### src/rtl/halving_pkg.sv
`default_nettype none
// ============================================================================
//  Module      : halving_pkg
//  Description : Shared types and helpers for the halving pipeline. The word
//                carries the original value, its half, its quarter and the
//                two inexactness flags between pipeline stages.
//  Revision    : 1.0 - initial release
// ============================================================================
package halving_pkg;

    // Widest data word the pipeline carries; narrower WIDTH values are
    // zero-extended into this container.
    localparam int HALVING_W = 32;

    typedef logic [HALVING_W-1:0] halving_data_t;

    typedef struct packed {
        halving_data_t val;
        halving_data_t div2;
        halving_data_t div4;
        logic          mismatch2;
        logic          mismatch4;
    } halving_word_t;

    // Unsigned halving: plain right shift, no rounding.
    function automatic halving_data_t halve(input halving_data_t x);
        return x >> 1;
    endfunction

endpackage
`default_nettype wire

### src/rtl/halving_stage.sv
`default_nettype none
// ============================================================================
//  Module      : halving_stage
//  Description : One valid/ready register slice carrying a halving_word_t.
//                Accepts whenever empty or when the held word is leaving.
//  Revision    : 1.0 - initial release
// ============================================================================
module halving_stage
    import halving_pkg::*;
(
    input  logic          clk,
    input  logic          rst,
    input  logic          in_valid,
    output logic          in_ready,
    input  halving_word_t in_word,
    output logic          out_valid,
    input  logic          out_ready,
    output halving_word_t out_word
);

    logic          valid_q;
    logic          valid_d;
    halving_word_t word_q;
    halving_word_t word_d;

    assign in_ready  = !valid_q || out_ready;
    assign out_valid = valid_q;
    assign out_word  = word_q;

    // Next-state: load on an accepted word, otherwise hold; valid tracks
    // whatever is offered whenever the slot is free to change.
    always_comb begin
        valid_d = valid_q;
        word_d  = word_q;
        if (in_ready) begin
            valid_d = in_valid;
        end
        if (in_ready && in_valid) begin
            word_d = in_word;
        end
    end

    // Valid bit: cleared immediately by reset.
    always_ff @(posedge clk or posedge rst) begin
        if (rst) begin
            valid_q <= 1'b0;
        end else begin
            valid_q <= valid_d;
        end
    end

    // Data payload: no reset, it is qualified by valid_q.
    always_ff @(posedge clk) begin
        word_q <= word_d;
    end

endmodule
`default_nettype wire

### src/rtl/halving_pipe.sv
`default_nettype none
// ============================================================================
//  Module      : halving_pipe
//  Description : Two-stage valid/ready pipeline producing val/2, val/4 and
//                inexactness flags, plus a saturating count and sticky flag
//                of inexact-quarter results seen at the output.
//                WIDTH may range from 3 up to halving_pkg::HALVING_W.
//  Revision    : 1.0 - initial release
// ============================================================================
module halving_pipe
    import halving_pkg::*;
#(
    parameter int WIDTH = 32,
    parameter int CNT_W = 16
) (
    input  logic             clk,
    input  logic             rst,
    input  logic             clear,
    input  logic             in_valid,
    output logic             in_ready,
    input  logic [WIDTH-1:0] in_data,
    output logic             out_valid,
    input  logic             out_ready,
    output logic [WIDTH-1:0] out_val,
    output logic [WIDTH-1:0] out_div2,
    output logic [WIDTH-1:0] out_div4,
    output logic             out_mismatch2,
    output logic             out_mismatch4,
    output logic [CNT_W-1:0] err_count,
    output logic             err_sticky
);

    halving_data_t val_ext;
    halving_word_t s1_in;
    halving_word_t s1_out;
    halving_word_t s2_in;
    halving_word_t s2_out;
    logic          s1_valid;
    logic          s2_ready;
    logic          count_hs;

    logic [CNT_W-1:0] err_count_q;
    logic [CNT_W-1:0] err_count_d;
    logic             err_sticky_q;
    logic             err_sticky_d;

    // Stage-1 payload: value, its half and the odd flag.
    always_comb begin
        val_ext              = '0;
        val_ext[WIDTH-1:0]   = in_data;
        s1_in                = '0;
        s1_in.val            = val_ext;
        s1_in.div2           = halve(val_ext);
        s1_in.mismatch2      = val_ext[0];
    end

    halving_stage u_s1 (
        .clk       (clk),
        .rst       (rst),
        .in_valid  (in_valid),
        .in_ready  (in_ready),
        .in_word   (s1_in),
        .out_valid (s1_valid),
        .out_ready (s2_ready),
        .out_word  (s1_out)
    );

    // Stage-2 payload: quarter chained from the registered half; the
    // quarter is inexact if either of the two low value bits was set.
    always_comb begin
        s2_in           = s1_out;
        s2_in.div4      = halve(s1_out.div2);
        s2_in.mismatch4 = s1_out.mismatch2 | s1_out.div2[0];
    end

    halving_stage u_s2 (
        .clk       (clk),
        .rst       (rst),
        .in_valid  (s1_valid),
        .in_ready  (s2_ready),
        .in_word   (s2_in),
        .out_valid (out_valid),
        .out_ready (out_ready),
        .out_word  (s2_out)
    );

    assign out_val       = s2_out.val[WIDTH-1:0];
    assign out_div2      = s2_out.div2[WIDTH-1:0];
    assign out_div4      = s2_out.div4[WIDTH-1:0];
    assign out_mismatch2 = s2_out.mismatch2;
    assign out_mismatch4 = s2_out.mismatch4;

    assign count_hs = out_valid && out_ready && out_mismatch4;

    // Error bookkeeping: clear has priority over a counting handshake.
    always_comb begin
        err_count_d  = err_count_q;
        err_sticky_d = err_sticky_q;
        if (clear) begin
            err_count_d  = '0;
            err_sticky_d = 1'b0;
        end else if (count_hs) begin
            err_sticky_d = 1'b1;
            if (err_count_q != {CNT_W{1'b1}}) begin
                err_count_d = err_count_q + CNT_W'(1);
            end
        end
    end

    // Error counter and sticky flag registers.
    always_ff @(posedge clk or posedge rst) begin
        if (rst) begin
            err_count_q  <= '0;
            err_sticky_q <= 1'b0;
        end else begin
            err_count_q  <= err_count_d;
            err_sticky_q <= err_sticky_d;
        end
    end

    assign err_count  = err_count_q;
    assign err_sticky = err_sticky_q;

endmodule
`default_nettype wire

### config.mk
export PLATFORM = sky130hd
export DESIGN_NAME = halving_pipe
export DESIGN_NICKNAME = d
export VERILOG_FILES = /design/src/rtl/halving_pkg.sv /design/src/rtl/halving_stage.sv /design/src/rtl/halving_pipe.sv
export SDC_FILE = /design/constraint.sdc
export NUM_CORES = 1
export LEC_CHECK = 0
export ABC_AREA = 1
export CORE_MARGIN = 1.5
export CORE_UTILIZATION = 56
export DETAILED_ROUTE_END_ITERATION = 10
export PLACE_DENSITY = 0.89
export SYNTH_ARGS = -nofsm -noshare
export SYNTH_HDL_FRONTEND = slang
export SYNTH_HIERARCHICAL = 1
export SYNTH_SLANG_ARGS = --single-unit
### constraint.sdc
create_clock -name clk -period 10.17 [get_ports clk]
set_input_delay 2.034 -clock clk [delete_from_list [all_inputs] [get_ports clk]]
set_output_delay 2.034 -clock clk [all_outputs]
set_load 0.01 [all_outputs]
==> results of run 1 <==
per-stage QoR:
stage	hold slack, ns	worst slack (ns)	utilization, %	instances
after floorplan	0.4003	2.803	-	338
after global placement	0.4007	4.791	74.74	626
after detailed placement	0.4052	4.723	74.74	626
after CTS	0.4194	4.724	80.35	658
after global routing	0.4284	4.628	80.35	658
final	0.4178	4.703	80.35	658
critical path, stage by stage:
cell	delay, ns
sky130_fd_sc_hd__clkdlybuf4s50_1	0.49
sky130_fd_sc_hd__inv_1	0.09
sky130_fd_sc_hd__nand2_1	0.10
sky130_fd_sc_hd__inv_1	0.09
sky130_fd_sc_hd__nand2_1	0.08
sky130_fd_sc_hd__clkdlybuf4s50_1	0.53
worst max path at each step:
stage | endpoint | slack, ns | cells past startpoint
3_3_place_gp | in_ready | 4.79 | 6
2_1_floorplan | u_s2/out_word[0]$_DFFE_PP_ | 2.80 | 2
4_1_cts | in_ready | 4.72 | 6
5_1_grt | in_ready | 4.63 | 6
6_report | in_ready | 4.70 | 6
3_5_place_dp | in_ready | 4.72 | 6
metal layers:
layer | GRT usage, % | routed length [µm] | vias up
met1 | 25.84 | 4547 | 1665
met2 | 37.99 | 6242 | 160
met3 | 12.23 | 1430 | 13
li1 | - | - | 1564
met4 | 6.767 | 147 | 0
met5 | 0 | 0 | -
power groups by stage:
stage	clock, mW	combinational [mW]	sequential [mW]
2_1_floorplan	0	0.0247	0.927
4_1_cts	0.652	0.128	0.895
6_report	0.639	0.126	0.894
3_3_place_gp	0	0.123	0.904
3_5_place_dp	0	0.127	0.909
5_1_grt	0.679	0.135	0.898
cell type report:
class                      count  area (µm²)
tap                          136       170.2
inverter                      19       71.32
sequential                   182        5370
timing repair buffer         155        1546
clock inverter                12       151.4
fill                         578        2056
multi-input combinational    134       661.9
clock buffer                  20       435.4
sequential cells by signal, indices dropped and copies added, names as in the netlist:
signal / cells
u_s2/out_word: 98
err_sticky: 1
u_s1/out_word: 65
u_s1/out_valid: 1
err_count: 16
u_s2/out_valid: 1
layout by cell type (no fill, tap or decap), types with 3 or more instances in the layout:
cell,instances
sky130_fd_sc_hd__a21oi_1,6
sky130_fd_sc_hd__bufinv_16,3
sky130_fd_sc_hd__clkbuf_16,16
sky130_fd_sc_hd__clkdlybuf4s50_1,153
sky130_fd_sc_hd__clkinvlp_4,4
sky130_fd_sc_hd__dfrtp_1,19
sky130_fd_sc_hd__edfxtp_1,163
sky130_fd_sc_hd__inv_1,19
sky130_fd_sc_hd__nand2_1,55
sky130_fd_sc_hd__nand2_2,5
sky130_fd_sc_hd__nand3_1,18
sky130_fd_sc_hd__nand4_1,3
sky130_fd_sc_hd__nor2_1,20
sky130_fd_sc_hd__o21ai_0,7
sky130_fd_sc_hd__o21ai_2,4
sky130_fd_sc_hd__xor2_1,3
==> results.py, run 1 <==
metrics = {
    "clock_tree": {
        "cts_tree": "built",
        "ctsHtreeMaxLevel": 4,
        "cts.sink_count": 182,
        "cts.repair_timing.setup_buffer_count": 0,
        "clock_latency_ns": 0.52,
        "post_cts_resize_count": 0,
        "clockRootBuffer": "sky130_fd_sc_hd__clkbuf_8",
        "cts_buffers": 17,
        "postCtsHoldBufs": 0,
        "clock_pin_slew_on_the_worst_setup_and_hold_paths_ns": 0.06,
        "cts_max_path_buffers": 2,
    },
    "final_layout": {
        "antenna-diode-count": 0,
        "nets": 547,
        "syn2layout_area_growth_pct": 37.66,
        "layout.cell_area.non_filler_um2": 8407,
        "ratio_of_cells_with_drive_above_1_in_the_final_layout_pct": 9.004,
    },
    "timing": {
        "setup-tns-final_ns": 0,
        "hold_viol_final": 0,
        "fmax_mhz": 182.9,
        "finalClockSkew_ns": 0.01181,
        "max_transition_margin_pct": 17.61,
        "final-max-slew-violation-count": 0,
        "grt_setup_unrepaired": "false",
        "setup_viol": 0,
        "timing.final.crit_share_pct": 53.75,
        "period_needed_ns": 5.467,
        "max_slew.worst_pin.slew_ns": 1.236,
    },
    "setup_path": {
        "cp-end-kind": "primary output",
        "critical_path.startpoint": "out_ready",
        "worst_ep_arrival_time_ns": 3.43,
        "criticalPathCategory": "input pin to primary output",
        "r2r_end": "u_s2/out_word[62]$_DFFE_PP_",
        "cp_max_fo": 2,
        "reg2regPathDepth": 3,
        "register_to_register_setup_slack_ns": 8.16,
        "r2r-start": "u_s1/out_valid$_DFFE_PP0P_",
        "worst_ep_required_time_ns": 8.14,
        "critPathLaunchType": "input pin",
    },
    "power_and_ir_drop": {
        "combPwrFrac_pct": 7.6,
        "power.leakage_nw": 3.000,
        "power.density_cell_area_nw_per_um2": 197.4,
        "internal_power_mw": 1.319,
        "power.switching_fraction_pct": 20.50,
        "power.net_switching_uw": 340.2,
        "clkPwrFrac_pct": 38.5,
        "totalPowerFinal_mw": 1.660,
        "seq_power_share_pct": 53.9,
        "power.ir.vdd_worst_mv": 0.1868,
    },
    "die": {
        "start_util_pct": 58.37,
        "fp.dieH_um": 107.4,
        "total_die_area_um2": 11540,
        "die-width_um": 107.4,
        "placementRows": 37,
        "core_area_um2": 10460,
        "io_pins": 154,
    },
    "drt": {
        "ant_nets": 0,
        "wl_um": 12370,
        "routed-via-count": 3402,
        "first_iter_violations": 236,
        "post-route-drc-count": 0,
        "firstDrtPassIters": 7,
        "drt-wirelength-per-cell_um": 18.80,
        "route.detailed.vias_per_inst": 5.170,
    },
    "grt": {
        "grt_first_pass_wirelength_um": 18950,
        "grt_antenna_before_repair": 0,
        "grt_max_degree": 99,
        "grt.total_usage_pct": 22.94,
        "first_global_vias": 3470,
        "globalRouteOverflowTotal": 0,
    },
    "place": {
        "numPortBuffers": 153,
        "dpl-instance-area_um2": 7820,
        "finalWeightedCongestion": 0.8369,
        "post-dp-hpwl_um": 8006,
    },
    "min_path": {
        "timing.hold.worst.start": "u_s1/out_word[81]$_DFFE_PP_",
        "hold_path.class": "register to register",
        "hold_path_endpoint": "u_s2/out_word[81]$_DFFE_PP_",
        "worst_hold_path.num_cells": 0,
    },
    "outcome": {
        "run_status": "finished clean",
    },
    "synthesis": {
        "synth.yosys.warnings": 6,
        "avgSynthCellArea_um2": 18.12,
        "post_synth_inst_count": 337,
        "syn_area_um2": 6107,
    },
    "run": {
        "drv.max_cap_violation_count": 0,
    },
}
Note: power is estimated with default switching activity, not from simulation.
==> run 2: changes to the inputs <==
- CORE_UTILIZATION: 56 -> 47
- PLACE_DENSITY: 0.89 -> 0.8
- clock period: 10.17 -> 5 ns (I/O delays scaled with it)
==> run 2 against run 1 <==
Compared with the run above:
- combinational power up 100%
- global-route usage down 5.4 points
- clock skew down 0.0049 ns
- largest cell class unchanged
- sequential power up 100%
- first-iteration DRC count up 39%
- clock power up 110%
- register-to-register slack worse by 4.9 ns
==> results.py, run 2 (synthesis gave the netlist of run 1 again) <==
metrics = {
    "final_layout": {
        "mostFrequentLayoutCell": "sky130_fd_sc_hd__edfxtp_1",
        "layout_common_cells": "sky130_fd_sc_hd__edfxtp_1 (163), sky130_fd_sc_hd__clkdlybuf4s50_1 (153), sky130_fd_sc_hd__nand2_1 (55), sky130_fd_sc_hd__nor2_1 (20)",
        "layout.cell_area.non_filler_um2": 8472,
        "largest_reg_flops": 98,
        "instances_no_fill": 694,
        "ratio_of_cells_with_drive_above_1_in_the_final_layout_pct": 8.812,
        "syn2layout_area_growth_pct": 38.72,
        "nets": 548,
        "antenna-diode-count": 0,
    },
    "timing": {
        "period_needed_ns": 3.366,
        "grt_setup_unrepaired": "false",
        "postLayoutSetupSlackWorst_ns": 1.634,
        "hold_viol_final": 0,
        "timing.final.crit_share_pct": 67.31,
        "max_transition_margin_pct": 56.13,
        "setup_viol": 0,
        "max_slew.worst_pin.slew_ns": 0.6574,
        "finalHoldWorstSlack_ns": 0.4144,
        "setup-tns-final_ns": 0,
        "final-max-slew-violation-count": 0,
        "finalClockSkew_ns": 0.006879,
        "fmax_mhz": 297.1,
    },
    "place": {
        "place.detailed.instances": 663,
        "pre_cts_ws_ns": 1.641,
        "post-dp-hpwl_um": 7456,
        "finalWeightedCongestion": 0.9548,
        "dpl-instance-area_um2": 7885,
        "numPortBuffers": 153,
    },
    "die": {
        "core_area_um2": 12670,
        "die-width_um": 117.0,
        "start_util_pct": 48.20,
        "io_pins": 154,
        "fp.dieH_um": 117.0,
        "placementRows": 41,
        "total_die_area_um2": 13690,
    },
    "clock_tree": {
        "cts_max_path_buffers": 2,
        "postCtsHoldBufs": 0,
        "cts_tree": "built",
        "cts_buffers": 17,
        "ctsHtreeMaxLevel": 4,
        "clockRootBuffer": "sky130_fd_sc_hd__clkbuf_16",
        "clock_pin_slew_on_the_worst_setup_and_hold_paths_ns": 0.06,
        "post_cts_resize_count": 0,
        "clock_latency_ns": 0.42,
        "cts.sink_count": 182,
        "cts.repair_timing.setup_buffer_count": 0,
    },
    "power_and_ir_drop": {
        "power.switching_fraction_pct": 20.42,
        "power.ir.vdd_worst_mv": 0.2434,
        "power.density_cell_area_nw_per_um2": 399.7,
        "power.net_switching_uw": 691.3,
        "internal_power_mw": 2.695,
        "seq_power_share_pct": 53.6,
        "clkPwrFrac_pct": 38.9,
        "power.leakage_nw": 3.010,
        "combPwrFrac_pct": 7.6,
    },
    "setup_path": {
        "termination_of_the_worst_setup_path": "in_ready",
        "reg2regPathDepth": 6,
        "critical_path.startpoint": "out_ready",
        "cp_max_fo": 2,
        "critPathLaunchType": "input pin",
        "register_to_register_setup_slack_ns": 3.29,
        "crit_slowest_cell": "sky130_fd_sc_hd__clkdlybuf4s50_1",
        "r2r_end": "err_count[13]$_DFFE_PP0P_",
        "cp-end-kind": "primary output",
        "r2r-start": "err_count[0]$_DFFE_PP0P_",
        "criticalPathCategory": "input pin to primary output",
        "worst_path_largest_cell_delay_ns": 0.54,
        "cp_top_family": "buffers and inverters",
        "cp.depth": 6,
        "worst_ep_arrival_time_ns": 2.37,
        "cp_cell_sequence": "clkdlybuf4s50_1, inv_1, nand2_1, inv_1, nand2_1, clkdlybuf4s50_1",
        "path_buf_inv": 4,
        "worst_ep_required_time_ns": 4.00,
    },
    "drt": {
        "ant_nets": 0,
        "firstDrtPassIters": 4,
        "first_iter_violations": 327,
        "routed-via-count": 3386,
        "wl_um": 11250,
        "route.detailed.vias_per_inst": 4.879,
        "drt-wirelength-per-cell_um": 16.20,
        "post-route-drc-count": 0,
    },
    "grt": {
        "grt.total_usage_pct": 17.51,
        "globalRouteOverflowTotal": 0,
        "grt_first_pass_wirelength_um": 17060,
        "first_global_vias": 3398,
        "grt_antenna_before_repair": 2,
        "grt_max_degree": 99,
    },
    "run": {
        "drv.max_cap_violation_count": 0,
    },
    "min_path": {
        "hold_path.class": "register to register",
        "timing.hold.worst.start": "u_s1/out_word[66]$_DFFE_PP_",
    },
    "outcome": {
        "run_status": "finished clean",
    },
}
==> run 2: changes by cell type in the layout (fill, tap and decap cells not counted), sizes merged <==
cell      before  now
inv           20   21
clkbuf        20   19
clkinvlp       4    3
buf            2    3
==> run 2: worst min-delay path by stage <==
stage	to	depth (start not counted)	slack [ns]
2_1_floorplan	u_s2/out_word[66]$_DFFE_PP_	0	0.40
3_3_place_gp	u_s2/out_word[86]$_DFFE_PP_	0	0.40
3_5_place_dp	u_s2/out_word[76]$_DFFE_PP_	0	0.40
4_1_cts	u_s2/out_word[92]$_DFFE_PP_	0	0.42
5_1_grt	u_s2/out_word[76]$_DFFE_PP_	0	0.43
6_report	u_s2/out_word[66]$_DFFE_PP_	0	0.41
==> run 2: worst reg2reg max path, cell delays in order (launching register included) <==
cell	delay, ns
sky130_fd_sc_hd__dfrtp_1	0.41
sky130_fd_sc_hd__ha_1	0.23
sky130_fd_sc_hd__nand3_1	0.16
sky130_fd_sc_hd__nor2_1	0.13
sky130_fd_sc_hd__nand4_1	0.12
sky130_fd_sc_hd__nand2_2	0.37
sky130_fd_sc_hd__o21ai_0	0.16
==> run 2: power groups by stage <==
stage,Clock (mW),Sequential (mW),Combinational [mW]
after global routing,1.40,1.82,0.274
after floorplan,0,1.88,0.0506
after detailed placement,0,1.85,0.258
after global placement,0,1.84,0.253
after CTS,1.34,1.82,0.260
final,1.32,1.81,0.256
==> run 2: metal layers <==
metal	vias to the layer above	global-route usage [%]	share of wire, %
met3	23	9.320	12
met1	1628	18.75	37
met2	167	28.81	49
li1	1564	-	-
met4	4	8.032	1.8
met5	-	0	0.28
==> run 2: cell type report <==
| class | instances | area (µm²) |
|---|---|---|
| clock inverters | 12 | 153.9 |
| fillers | 841 | 4199 |
| inverters | 19 | 71.32 |
| repair buffers | 156 | 1567 |
| flip-flops and latches | 182 | 5370 |
| multi-input cells | 134 | 661.9 |
| clock buffers | 19 | 432.9 |
| well taps | 172 | 215.2 |
==> run 2: per-stage QoR <==
| stage | power, mW | util (%) |
|---|---|---|
| after floorplan | 1.931 | - |
| after global placement | 2.092 | 62.23 |
| after detailed placement | 2.104 | 62.23 |
| after CTS | 3.418 | 66.86 |
| after global routing | 3.496 | 66.86 |
| final | 3.386 | 66.86 |
==> run 3: changes to the inputs <==
- CORE_UTILIZATION: 47 -> 52
- PLACE_DENSITY: 0.8 -> 0.84
- clock period: 5 -> 3.1 ns (I/O delays scaled with it)
==> run 3 against run 2 <==
Compared with the run above:
- global-route usage grew 2.5 points
- worst setup slack lost 1.1 ns
- critical path type unchanged
- cell area shrank 0.32%
- non-clock buffer count grew 1
- register-to-register slack lost 1.9 ns
==> results.py, run 3 (synthesis gave the netlist of run 1 again) <==
metrics = {
    "place": {
        "place.detailed.instances": 635,
        "finalWeightedCongestion": 0.8804,
        "pre_cts_ws_ns": 0.5090,
        "numPortBuffers": 153,
        "post-dp-hpwl_um": 8104,
    },
    "drt": {
        "route.detailed.vias_per_inst": 5.064,
        "routed-via-count": 3378,
        "ant_nets": 0,
        "wl_met2_um": 5861,
        "highest-signal-layer": "met5",
        "wl_met1_um": 4576,
        "firstDrtPassIters": 4,
        "wl_um": 11790,
        "post-route-drc-count": 0,
        "wire_length_on_met3_um": 1200,
        "first_iter_violations": 166,
        "drt-wirelength-per-cell_um": 17.67,
    },
    "timing": {
        "timing.final.crit_share_pct": 84.03,
        "final-max-slew-violation-count": 0,
        "period_needed_ns": 2.605,
        "postLayoutSetupSlackWorst_ns": 0.4949,
        "max_transition_margin_pct": 55.54,
        "finalClockSkew_ns": 0.009302,
        "hold_viol_final": 0,
        "max_slew.worst_pin.slew_ns": 0.6661,
        "grt_setup_unrepaired": "false",
        "finalHoldWorstSlack_ns": 0.4193,
        "setup_viol": 0,
        "setup-tns-final_ns": 0,
        "fmax_mhz": 383.9,
    },
    "die": {
        "placementRows": 39,
        "io_pins": 154,
        "die-width_um": 111.4,
        "start_util_pct": 53.48,
        "fp.dieH_um": 111.4,
        "core_area_um2": 11420,
        "total_die_area_um2": 12400,
    },
    "clock_tree": {
        "clock_pin_slew_on_the_worst_setup_and_hold_paths_ns": 0.06,
        "post_cts_resize_count": 0,
        "cts.sink_count": 182,
        "cts_tree": "built",
        "cts.repair_timing.setup_buffer_count": 0,
        "ctsHtreeMaxLevel": 4,
        "clockRootBuffer": "sky130_fd_sc_hd__clkbuf_16",
        "postCtsHoldBufs": 0,
        "clock_latency_ns": 0.41,
        "cts_max_path_buffers": 2,
        "cts_buffers": 17,
    },
    "power_and_ir_drop": {
        "internal_power_mw": 4.150,
        "power.density_cell_area_nw_per_um2": 634.0,
        "clkPwrFrac_pct": 37.4,
        "totalPowerFinal_mw": 5.354,
        "seq_power_share_pct": 54.6,
        "power.switching_fraction_pct": 22.50,
        "power.ir.vdd_worst_mv": 0.4279,
        "combPwrFrac_pct": 8.0,
        "power.net_switching_mw": 1.204,
        "power.leakage_nw": 3.020,
    },
    "final_layout": {
        "instances_no_fill": 667,
        "antenna-diode-count": 0,
        "nets": 549,
        "mostFrequentLayoutCell": "sky130_fd_sc_hd__edfxtp_1",
        "seq_area_um2": 5370,
        "multi_input_area_um2": 661.9,
        "syn2layout_area_growth_pct": 38.27,
        "layout_common_cells": "sky130_fd_sc_hd__edfxtp_1 (163), sky130_fd_sc_hd__clkdlybuf4s50_1 (153), sky130_fd_sc_hd__nand2_1 (55), sky130_fd_sc_hd__nor2_1 (20)",
        "ratio_of_cells_with_drive_above_1_in_the_final_layout_pct": 9.733,
        "largest_reg_flops": 98,
        "fill_cells": 730,
    },
    "grt": {
        "globalRouteOverflowTotal": 0,
        "grt_first_pass_wirelength_um": 18540,
        "grt_antenna_before_repair": 1,
        "first_global_vias": 3484,
        "grt.total_usage_pct": 20.00,
        "grt_max_degree": 66,
    },
    "setup_path": {
        "critPathLaunchType": "input pin",
        "worst_ep_arrival_time_ns": 1.99,
        "worst_ep_required_time_ns": 2.48,
        "cp-end-kind": "primary output",
        "criticalPathCategory": "input pin to primary output",
        "cp_max_fo": 2,
    },
    "min_path": {
        "hold_path.class": "register to register",
    },
    "run": {
        "drv.max_cap_violation_count": 0,
    },
    "outcome": {
        "run_status": "finished clean",
    },
}
## run 3: cell types whose count changed in the layout (fill, tap and decap cells not counted), sizes merged
cell      delta
inv          +6
clkinv       +1
bufinv       -3
clkbuf       -2
buf          +1
clkinvlp     -1
## run 3: path summary, 6_finish.rpt
path / to / from / slack, ns / cells past startpoint
min reg2reg: u_s2/out_word[66]$_DFFE_PP_ / u_s1/out_word[66]$_DFFE_PP_ / 0.42 / 0
min: u_s2/out_word[66]$_DFFE_PP_ / u_s1/out_word[66]$_DFFE_PP_ / 0.42 / 0
min in group asynchronous: u_s1/out_valid$_DFFE_PP0P_ / rst / 0.43 / 2
max reg2reg: err_count[13]$_DFFE_PP0P_ / err_count[1]$_DFFE_PP0P_ / 1.38 / 6
max in group asynchronous: err_count[12]$_DFFE_PP0P_ / rst / 1.97 / 2
max: in_ready / out_ready / 0.49 / 6
## run 3: worst max-delay path, cell delays in order
cell	delay [ns]
sky130_fd_sc_hd__clkdlybuf4s50_1	0.48
sky130_fd_sc_hd__inv_1	0.09
sky130_fd_sc_hd__nand2_1	0.08
sky130_fd_sc_hd__inv_1	0.08
sky130_fd_sc_hd__nand2_1	0.09
sky130_fd_sc_hd__clkdlybuf4s50_1	0.53
## run 3: power by group through the flow
stage,clock (mW),sequential (mW),combinational [mW]
floorplan,0,3.02,0.0847
global placement,0,2.96,0.421
detailed placement,0,2.98,0.432
CTS,2.04,2.93,0.436
global route,2.14,2.94,0.457
finish,2.00,2.92,0.429
## run 3: area by class of cell
| class | count | share of cell area [%] |
|---|---|---|
| sequential | 182 | 63.59 |
| timing repair buffer | 157 | 18.94 |
| multi-input combinational | 134 | 7.838 |
| clock buffer | 17 | 5.038 |
| tap | 143 | 2.119 |
| clock inverter | 15 | 1.630 |
| inverter | 19 | 0.8446 |
## run 3: metal layers
metal  global-route usage, %  vias to the layer above
met3                   10.29                       16
met1                   23.54                     1651
met5                       0                        -
met2                   32.27                      138
li1                        -                     1571
met4                   6.414                        2
## run 3: stage by stage
step           utilization [%]  area [µm²]
2_1_floorplan                -        6133
3_3_place_gp             69.02        7881
3_5_place_dp             69.02        7881
4_1_cts                  73.95        8444
5_1_grt                  73.95        8444
6_report                 73.95        8444
